$ cat config.mk
export PLATFORM = sky130hd
export DESIGN_NAME = config_loader
export DESIGN_NICKNAME = d
export VERILOG_FILES = /design/src/rtl/cfg_pkg.sv /design/src/rtl/cfg_word_serializer.sv /design/src/rtl/config_loader.sv
export SDC_FILE = /design/constraint.sdc
export NUM_CORES = 1
export LEC_CHECK = 0
export BUFFER_PORTS_ARGS = -buffer_cell sky130_fd_sc_hd__buf_2
export CORE_MARGIN = 2
export CORE_UTILIZATION = 30
export CTS_CLUSTER_DIAMETER = 100
export CTS_CLUSTER_SIZE = 16
export DETAILED_ROUTE_END_ITERATION = 10
export PLACE_DENSITY = 0.47
export SLEW_MARGIN = 0
export SYNTH_ARGS = -nofsm -noshare
export SYNTH_HDL_FRONTEND = slang
export SYNTH_HIERARCHICAL = 1
export SYNTH_SLANG_ARGS = --single-unit
$ cat constraint.sdc
create_clock -name Config_Clock -period 3.65 [get_ports Config_Clock]
set_input_delay 0.1825 -clock Config_Clock [delete_from_list [all_inputs] [get_ports Config_Clock]]
set_output_delay 0.1825 -clock Config_Clock [all_outputs]
set_load 0.005 [all_outputs]
$ cat src/rtl/cfg_pkg.sv
// Shared types and sizing helpers for the configuration-chain loader.
package cfg_pkg;

   typedef enum logic [1:0] {
      IDLE   = 2'd0,
      LOAD   = 2'd1,
      VERIFY = 2'd2
   } cfg_state_t;

   // Host words needed to cover one full pass of the chain.
   function automatic int numWords(input int chainLen, input int wordW);
      return (chainLen + wordW - 1) / wordW;
   endfunction

   // Bits needed for a counter that must hold values 0..maxVal.
   function automatic int cntW(input int maxVal);
      return (maxVal < 1) ? 1 : $clog2(maxVal + 1);
   endfunction

endpackage

$ cat src/rtl/cfg_word_serializer.sv
// One-word buffer that turns host words into a bit stream, LSB first.
// Bits of the last word of a pass beyond the chain length are dropped by
// loading a shorter bit budget for that word.
module cfg_word_serializer
   import cfg_pkg::*;
#(
   parameter int CHAIN_LEN = 32,
   parameter int WORD_W    = 32
)
(
   input  logic              clk,
   input  logic              rst,
   input  logic              active,        // session in progress
   input  logic              passRollover,  // last bit of a non-final pass shifts now
   input  logic              take,          // current bitOut is consumed this cycle
   input  logic [WORD_W-1:0] wordIn,
   input  logic              wordValid,
   output logic              wordReady,
   output logic              bitOut,
   output logic              bitValid
);

   localparam int NW        = numWords(CHAIN_LEN, WORD_W);
   localparam int LAST_BITS = CHAIN_LEN - (NW - 1) * WORD_W;
   localparam int BW        = cntW(WORD_W);
   localparam int WW        = cntW(NW);

   logic [WORD_W-1:0] shiftReg;
   logic [BW-1:0]     bitsLeft;
   logic              full;
   logic [WW-1:0]     wordCnt;
   logic [WW-1:0]     wordCntEff;
   logic              lastShift;
   logic              load;

   // The word count restarts on the very edge that closes a pass, so the
   // first word of the next pass can be taken without a bubble.
   assign lastShift  = take & full & (bitsLeft == BW'(1));
   assign wordCntEff = passRollover ? '0 : wordCnt;
   assign wordReady  = active & (~full | lastShift) & (wordCntEff < WW'(NW));
   assign load       = wordValid & wordReady;
   assign bitValid   = full;
   assign bitOut     = full & shiftReg[0];

   // Buffer load / shift-out and per-pass word accounting.
   always_ff @(posedge clk or posedge rst) begin
      if (rst) begin
         shiftReg <= '0;
         bitsLeft <= '0;
         full     <= 1'b0;
         wordCnt  <= '0;
      end else if (!active) begin
         bitsLeft <= '0;
         full     <= 1'b0;
         wordCnt  <= '0;
      end else if (load) begin
         shiftReg <= wordIn;
         full     <= 1'b1;
         bitsLeft <= (wordCntEff == WW'(NW - 1)) ? BW'(LAST_BITS) : BW'(WORD_W);
         wordCnt  <= wordCntEff + WW'(1);
      end else begin
         if (passRollover)
            wordCnt <= '0;
         if (take & full) begin
            shiftReg <= shiftReg >> 1;
            bitsLeft <= bitsLeft - BW'(1);
            if (lastShift)
               full <= 1'b0;
         end
      end
   end

endmodule

$ cat src/rtl/config_loader.sv
// Head-of-chain driver for the configuration daisy chain: load pass, optional
// verify pass comparing the chain tail against the resent stream.
module config_loader
   import cfg_pkg::*;
#(
   parameter int CHAIN_LEN = 32,
   parameter int WORD_W    = 32
)
(
   input  logic              Config_Clock,
   input  logic              Config_Reset,
   input  logic              start,
   input  logic              verify,
   input  logic [WORD_W-1:0] word_in,
   input  logic              word_valid,
   output logic              word_ready,
   output logic              cfg_data,
   output logic              cfg_en,
   input  logic              cfg_tail,
   output logic              busy,
   output logic              done,
   output logic              mismatch
);

   localparam int CW = cntW(CHAIN_LEN);

   cfg_state_t    state, stateNext;
   logic          verifyQ;
   logic [CW-1:0] bitCnt;
   logic          bitOut, bitValid;
   logic          passEnd, lastPass, passRollover, sessionStart;

   assign busy         = (state != IDLE);
   assign cfg_en       = busy & bitValid;
   assign cfg_data     = cfg_en & bitOut;
   assign passEnd      = cfg_en & (bitCnt == CW'(CHAIN_LEN - 1));
   assign lastPass     = (state == VERIFY) | ~verifyQ;
   assign passRollover = passEnd & ~lastPass;
   assign sessionStart = (state == IDLE) & start;

   cfg_word_serializer #(
      .CHAIN_LEN (CHAIN_LEN),
      .WORD_W    (WORD_W)
   ) u_ser (
      .clk          (Config_Clock),
      .rst          (Config_Reset),
      .active       (busy),
      .passRollover (passRollover),
      .take         (cfg_en),
      .wordIn       (word_in),
      .wordValid    (word_valid),
      .wordReady    (word_ready),
      .bitOut       (bitOut),
      .bitValid     (bitValid)
   );

   // State register.
   always_ff @(posedge Config_Clock or posedge Config_Reset) begin
      if (Config_Reset) state <= IDLE;
      else              state <= stateNext;
   end

   // Next-state: passes advance only on the edge that shifts their last bit.
   always_comb begin
      stateNext = state;
      case (state)
         IDLE:    if (start)   stateNext = LOAD;
         LOAD:    if (passEnd) stateNext = verifyQ ? VERIFY : IDLE;
         VERIFY:  if (passEnd) stateNext = IDLE;
         default: stateNext = IDLE;
      endcase
   end

   // Pass bit counter, verify latch, done pulse and sticky mismatch.
   always_ff @(posedge Config_Clock or posedge Config_Reset) begin
      if (Config_Reset) begin
         verifyQ  <= 1'b0;
         bitCnt   <= '0;
         done     <= 1'b0;
         mismatch <= 1'b0;
      end else begin
         done <= passEnd & lastPass;
         if (sessionStart) begin
            verifyQ  <= verify;
            bitCnt   <= '0;
            mismatch <= 1'b0;
         end else if (passEnd) begin
            bitCnt <= '0;
         end else if (cfg_en) begin
            bitCnt <= bitCnt + CW'(1);
         end
         // Tail is compared pre-edge against the bit being shifted in.
         if ((state == VERIFY) && cfg_en && (cfg_tail != cfg_data))
            mismatch <= 1'b1;
      end
   end

endmodule

# == Yosys cells after proc, flatten, opt, wreduce, memory -nomap -nowiden ==
# Index checks and enable logic that the tools add are counted.
# word_totals
latch_bits,0
mem_count,0
mem_bits_rw,0
romBits,0
regBits,51
# classes
n_addsub,3
n_mul,0
n_reduce_logical,10
n_mux,22
order_cmp,1
bitwise_logic,17
shift,0
n_eq_ne,10
div_mod_pow,0
# ops
cell,count
32-bit 2-to-1 mux,2
6-bit 2-to-1 mux,6
1-bit AND,12
1-bit 2-to-1 mux,9
2-bit 2-to-1 mux,4
"6-bit by 1-bit adder with 6-bit output, second input constant",1
"6-bit by 1-bit == test with 1-bit output, second input constant",1
"6-bit by 5-bit == test with 1-bit output, second input constant",1
"2-bit != test, second input constant",3
"3-bit by 1-bit != test with 1-bit output, second input constant",2
2-bit one-hot mux with 3 select lines,1
2-bit nonzero test,3
"6-bit by 1-bit subtractor with 6-bit output, second input constant",1
2-bit AND reduction,2
1-bit NOT,3
3-bit AND reduction,1
3-bit nonzero test,1
"2-bit by 1-bit == test with 1-bit output, second input constant",1
"2-bit == test, second input constant",1
1-bit logical AND,2
2-bit zero test,1
1-bit bitwise OR,2
"1-bit adder, second input constant",1
"1-bit < comparator, second input constant",1
1-bit != test,1

# == Logic depth before layout (Yosys ltp) ==
# Gate-level depths: netlist of the first run.
# depth
depth_word,10
depth_mapped,11
depth_no_buf,9

# == Hierarchy ==
# The synthesis of the first run kept the hierarchy.
# by_module_without_submodules
module,seq_area_each_um2,area_per_inst_um2,instances,cells_each
cfg_word_serializer,1001.0,1981.9,1,191
config_loader,275.3,559.3,1,56

# == Worst setup path before layout of the first run ==
# OpenSTA, ideal clock, no wires.
# synth_path
kind,register to register
from,register bitCnt[0]
to,register u_ser.shiftReg[0]
synth_period_minus_slack_ns,2.041
path_stages_with_launch,12
arrival_time_ns,1.915
setup_slack_ns,1.609
cell_sequence,dfrtp_1 ha_1 nand4_1 nor2_1 and4_1 nand2b_1 a22oi_2 nor2b_1 buf_2 buf_2 nor2_1 a21oi_1
# synth_via
elab_chain_cells,9
# synth_lines
element,line,text
start: declaration,config_loader.sv:29,logic [CW-1:0] bitCnt;
start signal: assignment,config_loader.sv:90,bitCnt <= bitCnt + CW'(1);
6-bit by 5-bit == test with 1-bit output (*),config_loader.sv:36,assign passEnd = cfg_en & (bitCnt == CW'(CHAIN_LEN - 1));
1-bit AND (*),config_loader.sv:36,
1-bit AND (*),config_loader.sv:38,assign passRollover = passEnd & ~lastPass;
named net passRollover,config_loader.sv:31,"logic passEnd, lastPass, passRollover, sessionStart;"
1-bit 2-to-1 mux (*),--,
1-bit < comparator (*),cfg_word_serializer.sv:40,assign wordReady = active & (~full | lastShift) & (wordCntEff < WW'(NW));
1-bit AND (*),cfg_word_serializer.sv:40,
1-bit AND (*),cfg_word_serializer.sv:41,assign load = wordValid & wordReady;
2-bit nonzero test (no line),--,
2-bit AND reduction (no line),--,
end signal: assignment,cfg_word_serializer.sv:57,shiftReg <= wordIn;
end signal: assignment,cfg_word_serializer.sv:65,shiftReg <= shiftReg >> 1;
end: declaration,cfg_word_serializer.sv:28,logic [WORD_W-1:0] shiftReg;
# Mark *: on every way through the listed nets, which the timed path passes. The rest lies on a longest branch.
# A chain may end at the register's enable or synchronous reset.

# == Worst setup path after layout of the first run ==
# layout_path
from,register bitCnt[0]
to,register u_ser.shiftReg[11]
# The elaborated chain is that of the path after synthesis.

==> results of run 1 <==
-- worst max-delay path: stages (launching register included) --
cell,delay (ps)
dfrtp_1,400
ha_1,210
nand4_1,130
nor2_1,210
and4_1,220
nand2b_1,190
a22oi_2,160
nor2b_4,550
buf_12,270
nor2_1,50
a21oi_1,130
-- power by group --
group	switching, mW	internal [mW]	leakage [nW]
logic	0.614	0.473	0.826
registers	0.182	0.805	0.566
clock network	0.197	0.226	0.0618
-- logic make-up after synthesis --
| group | synth area share [%] |
|---|---|
| AO/OA/AOI/OAI | 14.43 |
| XOR/XNOR | 0.6894 |
| adder cells (fa/ha/maj) | 1.477 |
| buffers and inverters | 4.874 |
| flip-flops | 50.22 |
| multiplexers | 12.60 |
| AND/OR/NAND/NOR | 15.71 |
-- how the worst min path moves through the flow --
| stage | start | to | cells past startpoint |
|---|---|---|---|
| 2_1_floorplan | Config_Reset | bitCnt[0] | 1 |
| 3_3_place_gp | Config_Reset | mismatch | 2 |
| 3_5_place_dp | Config_Reset | state[1] | 2 |
| 4_1_cts | verify | verifyQ | 3 |
| 5_1_grt | word_in[31] | u_ser/shiftReg[31] | 2 |
| 6_report | verify | verifyQ | 3 |
-- cell usage in the layout, fill, tap and decap left out, drive strengths merged, types with 2 or more instances in the layout --
cell     n
nor2    41
o211ai   2
nand2   10
a21boi   3
and2     3
mux2i   32
nand3b   2
nand3    6
nor3b    2
dfrtp   51
ha       3
nand4    2
nor3     3
inv      6
clkbuf   6
nor2b    4
a22oi    2
buf     47
o21ai    3
a21oi   34
o31ai    3
-- repair_timing --
item	4_1_cts	5_1_grt
hold buffers	1	0
hold endpoints to repair	11	0
resized for setup	0	0
-- cell type report --
type / instances / share of cell area, %
flip-flops and latches: 51 / 43.00
multi-input cells: 176 / 38.70
repair buffers: 48 / 9.022
well taps: 105 / 4.427
clock buffers: 6 / 2.782
clock inverters: 2 / 1.307
inverters: 6 / 0.7589
-- registers in the layout, indices dropped and copies added, names as in the netlist --
signal / flops
bitCnt: 6
done: 1
mismatch: 1
state: 2
u_ser/bitValid: 1
u_ser/bitsLeft: 6
u_ser/shiftReg: 32
u_ser/wordCnt: 1
verifyQ: 1
-- layer usage --
metal	track usage [%]	share of wire [%]	vias to the layer above
li1	-	-	953
met1	16.54	49	831
met2	17.82	45	34
met3	2.897	4.6	5
met4	3.929	1.4	0
met5	0	0	-
==> results.py, run 1 <==
metrics = {
    "outcome": {
        "outcome": "completed",
    },
    "placed_design": {
        "dp_slack_ps": 1061,
        "dp_cells": 385,
        "gp_routability_congestion": 0.7837,
        "port_buffers": 43,
        "placed_area_sq_um": 2836,
        "hpwl_microns": 3493,
    },
    "clock_network": {
        "clock_sinks": 51,
        "cts_tree": "done",
        "numCtsBuffers": 5,
        "clk_transition_reported_paths_ps": 100,
        "clk_path_buf_depth": 2,
        "cts-htree-levels": 2,
        "cts_setup_buffers": 0,
        "clock_latency_ps": 310,
        "root_buffer": "clkbuf_8",
    },
    "floorplanning": {
        "io_pins": 44,
        "die_h_microns": 96.04,
        "rows": 33,
        "start_util_pct": 30.93,
        "dieArea_sq_um": 9223,
        "die_w_microns": 96.04,
        "core-area_sq_um": 8217,
    },
    "finish": {
        "n_antenna_cell": 0,
        "final_cells": 394,
        "drive_above_1_share_pct": 21.11,
        "fin_util_pct": 36.12,
        "register_area_sq_um": 1276,
        "nNetsFinal": 329,
        "fillCellCount": 843,
        "finalInstanceArea_sq_um": 2968,
        "syn2layout_area_growth_pct": 16.79,
        "multiInputGateArea_sq_um": 1149,
    },
    "synthesis": {
        "synth_top_area_share_pct": 50.22,
        "synth_top_cells_by_area": "dfrtp_1 (50%), mux2i_1 (13%), a21oi_1 (6.7%), nor2_1 (6.1%), ha_1 (1.5%)",
        "syn_nets": 288,
        "synth_top_cell_by_area": "dfrtp_1",
        "synth-edff-count": 0,
        "synth_cells": 247,
        "syn_area_sq_um": 2541,
        "synth.most_common_cell": "dfrtp_1",
        "yosysWarningCount": 6,
        "synthFlopType": "dfrtp_1",
        "ys_async_sr_fraction_pct": 100.0,
        "ys_ff_latch": 51,
        "seq_area_frac_synth_pct": 50.22,
        "synth_cell_type_count": 48,
        "synth_commonest_cells": "dfrtp_1 (51), nor2_1 (41), a21oi_1 (34)",
        "avgSynthCellArea_sq_um": 10.29,
    },
    "setup_path": {
        "crit_start": "bitCnt[0]",
        "worstRegToRegCells": 10,
        "cp.arrival_ps": 2840,
        "path_class": "reg2reg",
        "crit_required_ps": 3890,
        "end_kind": "register",
        "r2r_start": "bitCnt[0]",
        "path_max_fanout": 38,
        "r2r_slack_ps": 1050,
        "timing.rr.end": "u_ser/shiftReg[11]",
        "startpoint_type": "register",
        "worstSetupEndpoint": "u_ser/shiftReg[11]",
    },
    "route": {
        "dr_total_vias": 1823,
        "drtIter0Drc": 127,
        "wirelength_microns": 4983,
        "vias_per_cell": 4.627,
        "drtPass1Iterations": 4,
        "routedWlPerCell_microns": 12.65,
        "drc_errors": 0,
        "drtAntennaViolNets": 0,
    },
    "pwr": {
        "ir_drop_mv": 0.4009,
        "power_mw": 2.496,
        "p_leak_nw": 1.453,
        "p_per_area_nw_per_um2": 841.1,
    },
    "hold_path": {
        "min-delay-path-class": "in2reg",
    },
    "global_routing": {
        "grt_max_degree": 41,
        "grtUsageTotal_pct": 11.80,
        "grt_pass1_vias": 1780,
        "grt_overflow": 0,
        "antenna_found_initial": 0,
        "grt_pass1_wl_microns": 8438,
    },
    "sta": {
        "setup_ws_ps": 1046,
        "finalClockSkew_ps": 10.26,
        "tightest_slew_ps": 612.2,
        "tns_ps": 0,
        "slew_violations": 0,
        "hold_ws_ps": 75.66,
        "hold_viol": 0,
        "min_period_ps": 2604,
        "setup_viol": 0,
        "timing.slew.headroom_pct": 59.10,
        "fmax_mhz": 384.0,
        "fin_crit_sh_pct": 71.35,
        "grt_setup_unrepaired": "false",
    },
    "flow_run": {
        "timing.max_cap.violations": 0,
    },
}
No activity file was read; power rests on OpenSTA's default activity.
==> run 2, diff against run 1 <==
--- a/config.mk
+++ b/config.mk
@@ -11,7 +11,7 @@
 export CTS_CLUSTER_DIAMETER = 100
 export CTS_CLUSTER_SIZE = 16
 export DETAILED_ROUTE_END_ITERATION = 10
-export PLACE_DENSITY = 0.47
+export PLACE_DENSITY = 0.49
 export SLEW_MARGIN = 0
 export SYNTH_ARGS = -nofsm -noshare
 export SYNTH_HDL_FRONTEND = slang
==> constraint.sdc (replaced) <==
create_clock -name Config_Clock -period 2.3 [get_ports Config_Clock]
set_input_delay 0.115 -clock Config_Clock [delete_from_list [all_inputs] [get_ports Config_Clock]]
set_output_delay 0.115 -clock Config_Clock [all_outputs]
set_load 0.005 [all_outputs]
==> run 2 against run 1 <==
Combinational power is 100% higher. Largest cell class unchanged. Register-to-register slack got worse by 920 ps. Cell count increased by 2.0%. Global-route usage rose by 0.22 points. Die area unchanged.
==> results.py, run 2 (synthesis results as in run 1) <==
metrics = {
    "sta": {
        "setup_viol": 0,
        "finalClockSkew_ps": 8.260,
        "min_period_ps": 2177,
        "tightest_slew_ps": 531.8,
        "fin_crit_sh_pct": 94.63,
        "grt_setup_unrepaired": "true",
        "hold_ws_ps": 9.906,
        "slew_violations": 0,
        "hold_viol": 0,
        "setup_ws_ps": 123.5,
        "timing.slew.headroom_pct": 64.55,
        "fmax_mhz": 459.5,
    },
    "pwr": {
        "p_leak_nw": 1.516,
        "p_per_area_nw_per_um2": 1432,
        "power_mw": 4.415,
        "ir_drop_mv": 0.4195,
    },
    "finish": {
        "final_cells": 402,
        "reg.largest.list": "u_ser/shiftReg: 32 flops, bitCnt: 6 flops, u_ser/bitsLeft: 6 flops",
        "fin_util_pct": 37.52,
        "fillCellCount": 833,
        "top_register": "u_ser/shiftReg",
        "n_antenna_cell": 0,
        "syn2layout_area_growth_pct": 21.32,
        "layout_common_cells": "dfrtp_1 (51), buf_2 (43), nor2_1 (40)",
        "largest_reg_flops": 32,
        "nNetsFinal": 338,
        "drive_above_1_share_pct": 23.57,
        "final_common_cell": "dfrtp_1",
    },
    "global_routing": {
        "grt_pass1_wl_microns": 8652,
        "grt_overflow": 0,
        "antenna_found_initial": 0,
        "grt_max_degree": 43,
        "grt_pass1_vias": 1754,
        "grtUsageTotal_pct": 12.03,
    },
    "clock_network": {
        "clk_transition_reported_paths_ps": 90,
        "cts-htree-levels": 2,
        "clk_path_buf_depth": 2,
        "clock_latency_ps": 310,
        "clock_sinks": 51,
        "root_buffer": "clkbuf_8",
        "cts_tree": "done",
        "numCtsBuffers": 5,
    },
    "route": {
        "maxUsedRoutingLayer": "met4",
        "drc_errors": 0,
        "wirelength_microns": 5545,
        "drtPass1Iterations": 4,
        "wl_met2_microns": 2516,
        "wl_met1_microns": 2742,
        "routedWlPerCell_microns": 13.79,
        "drtIter0Drc": 108,
        "vias_per_cell": 4.853,
        "wl_met3_microns": 186,
        "drtAntennaViolNets": 0,
        "dr_total_vias": 1951,
    },
    "setup_path": {
        "cp_num_buf_inv": 2,
        "crit_required_ps": 2490,
        "path_max_fanout": 22,
        "path_class": "reg2reg",
        "cp.arrival_ps": 2370,
        "startpoint_type": "register",
        "worstPathCellList": "ha_1 -> nand4_1 -> nor2_2 -> and4_1 -> nand2b_1 -> a22oi_2 -> nor2b_4 -> buf_4 -> buf_12 -> a32oi_1 -> nor2_1",
        "slowest_stage": "dfrtp_1",
        "max_stage_delay_ps": 420,
        "critPathTopFamily": "simple AND/OR/NAND/NOR gates",
        "end_kind": "register",
    },
    "floorplanning": {
        "dieArea_sq_um": 9223,
        "die_w_microns": 96.04,
        "io_pins": 44,
        "rows": 33,
        "start_util_pct": 30.93,
        "core-area_sq_um": 8217,
        "die_h_microns": 96.04,
    },
    "placed_design": {
        "port_buffers": 43,
        "gp_routability_congestion": 0.7320,
        "dp_slack_ps": 176.8,
        "dp_cells": 389,
        "hpwl_microns": 3568,
    },
    "flow_run": {
        "timing.max_cap.violations": 0,
    },
    "hold_path": {
        "min-delay-path-class": "in2reg",
    },
    "outcome": {
        "outcome": "completed",
    },
}
-- run 2: cell count changes in the layout (fill, tap and decap cells not counted) --
cell and delta:
buf_4 +5, buf_12 +2, clkbuf_16 +2, clkbuf_8 -1, clkinv_1 -1, clkinvlp_4 +1
inv_1 +1, inv_6 -1, nor2_1 -1, nor2_2 +1
-- run 2: path summary, 6_finish.rpt --
| path | from | end | slack, ps | cells past startpoint |
|---|---|---|---|---|
| worst max-delay path | bitCnt[0] | u_ser/bitsLeft[3] | 120 | 11 |
| worst min-delay path | verify | verifyQ | 10 | 3 |
| worst max register to register | bitCnt[0] | u_ser/bitsLeft[3] | 120 | 11 |
| worst min register to register | mismatch | mismatch | 520 | 1 |
| max in group asynchronous | Config_Reset | u_ser/shiftReg[24] | 1450 | 4 |
| min in group asynchronous | Config_Reset | done | 360 | 3 |
-- run 2: what timing repair did --
action                                  in CTS  in global routing
setup buffers                                0                  3
hold endpoints to repair                    51                  0
gates resized for setup                      0                  1
endpoints found under the setup margin       0                 23
hold buffers                                 1                  0
-- run 2: final cells by class --
cell class / instances / area [sq um] / share of cell area [%]
clock buffer: 5 / 68.82 / 2.232
tap: 105 / 131.4 / 4.261
sequential: 51 / 1276 / 41.40
timing repair buffer: 57 / 395.4 / 12.82
clock inverter: 2 / 37.54 / 1.218
multi-input combinational: 176 / 1151 / 37.34
inverter: 6 / 22.52 / 0.7305
-- run 2: tightest hold or removal path, stage by stage --
cell,delay [ps]
buf_2,80
nand2_1,40
nand2_1,50
-- run 2: per-stage QoR --
| step | TNS (ps) | area, sq um |
|---|---|---|
| after floorplan | 0 | 2541 |
| after global placement | 0 | 2892 |
| after detailed placement | 0 | 2892 |
| after CTS | 0 | 3008 |
| after global routing | -19.90 | 3083 |
| final | 0 | 3083 |
-- run 2: power by group --
group          switching [mW]  total (mW)  internal, mW  leakage [nW]
clock network           0.312       0.630         0.319        0.0502
logic                    1.14        2.23          1.09         0.900
registers               0.275        1.55          1.28         0.566
-- run 2: metal layers --
layer  vias up  track usage (%)
met5         -                0
met1       929            17.51
met2        44            17.53
li1        972                -
met3         6            2.114
met4         0            5.000
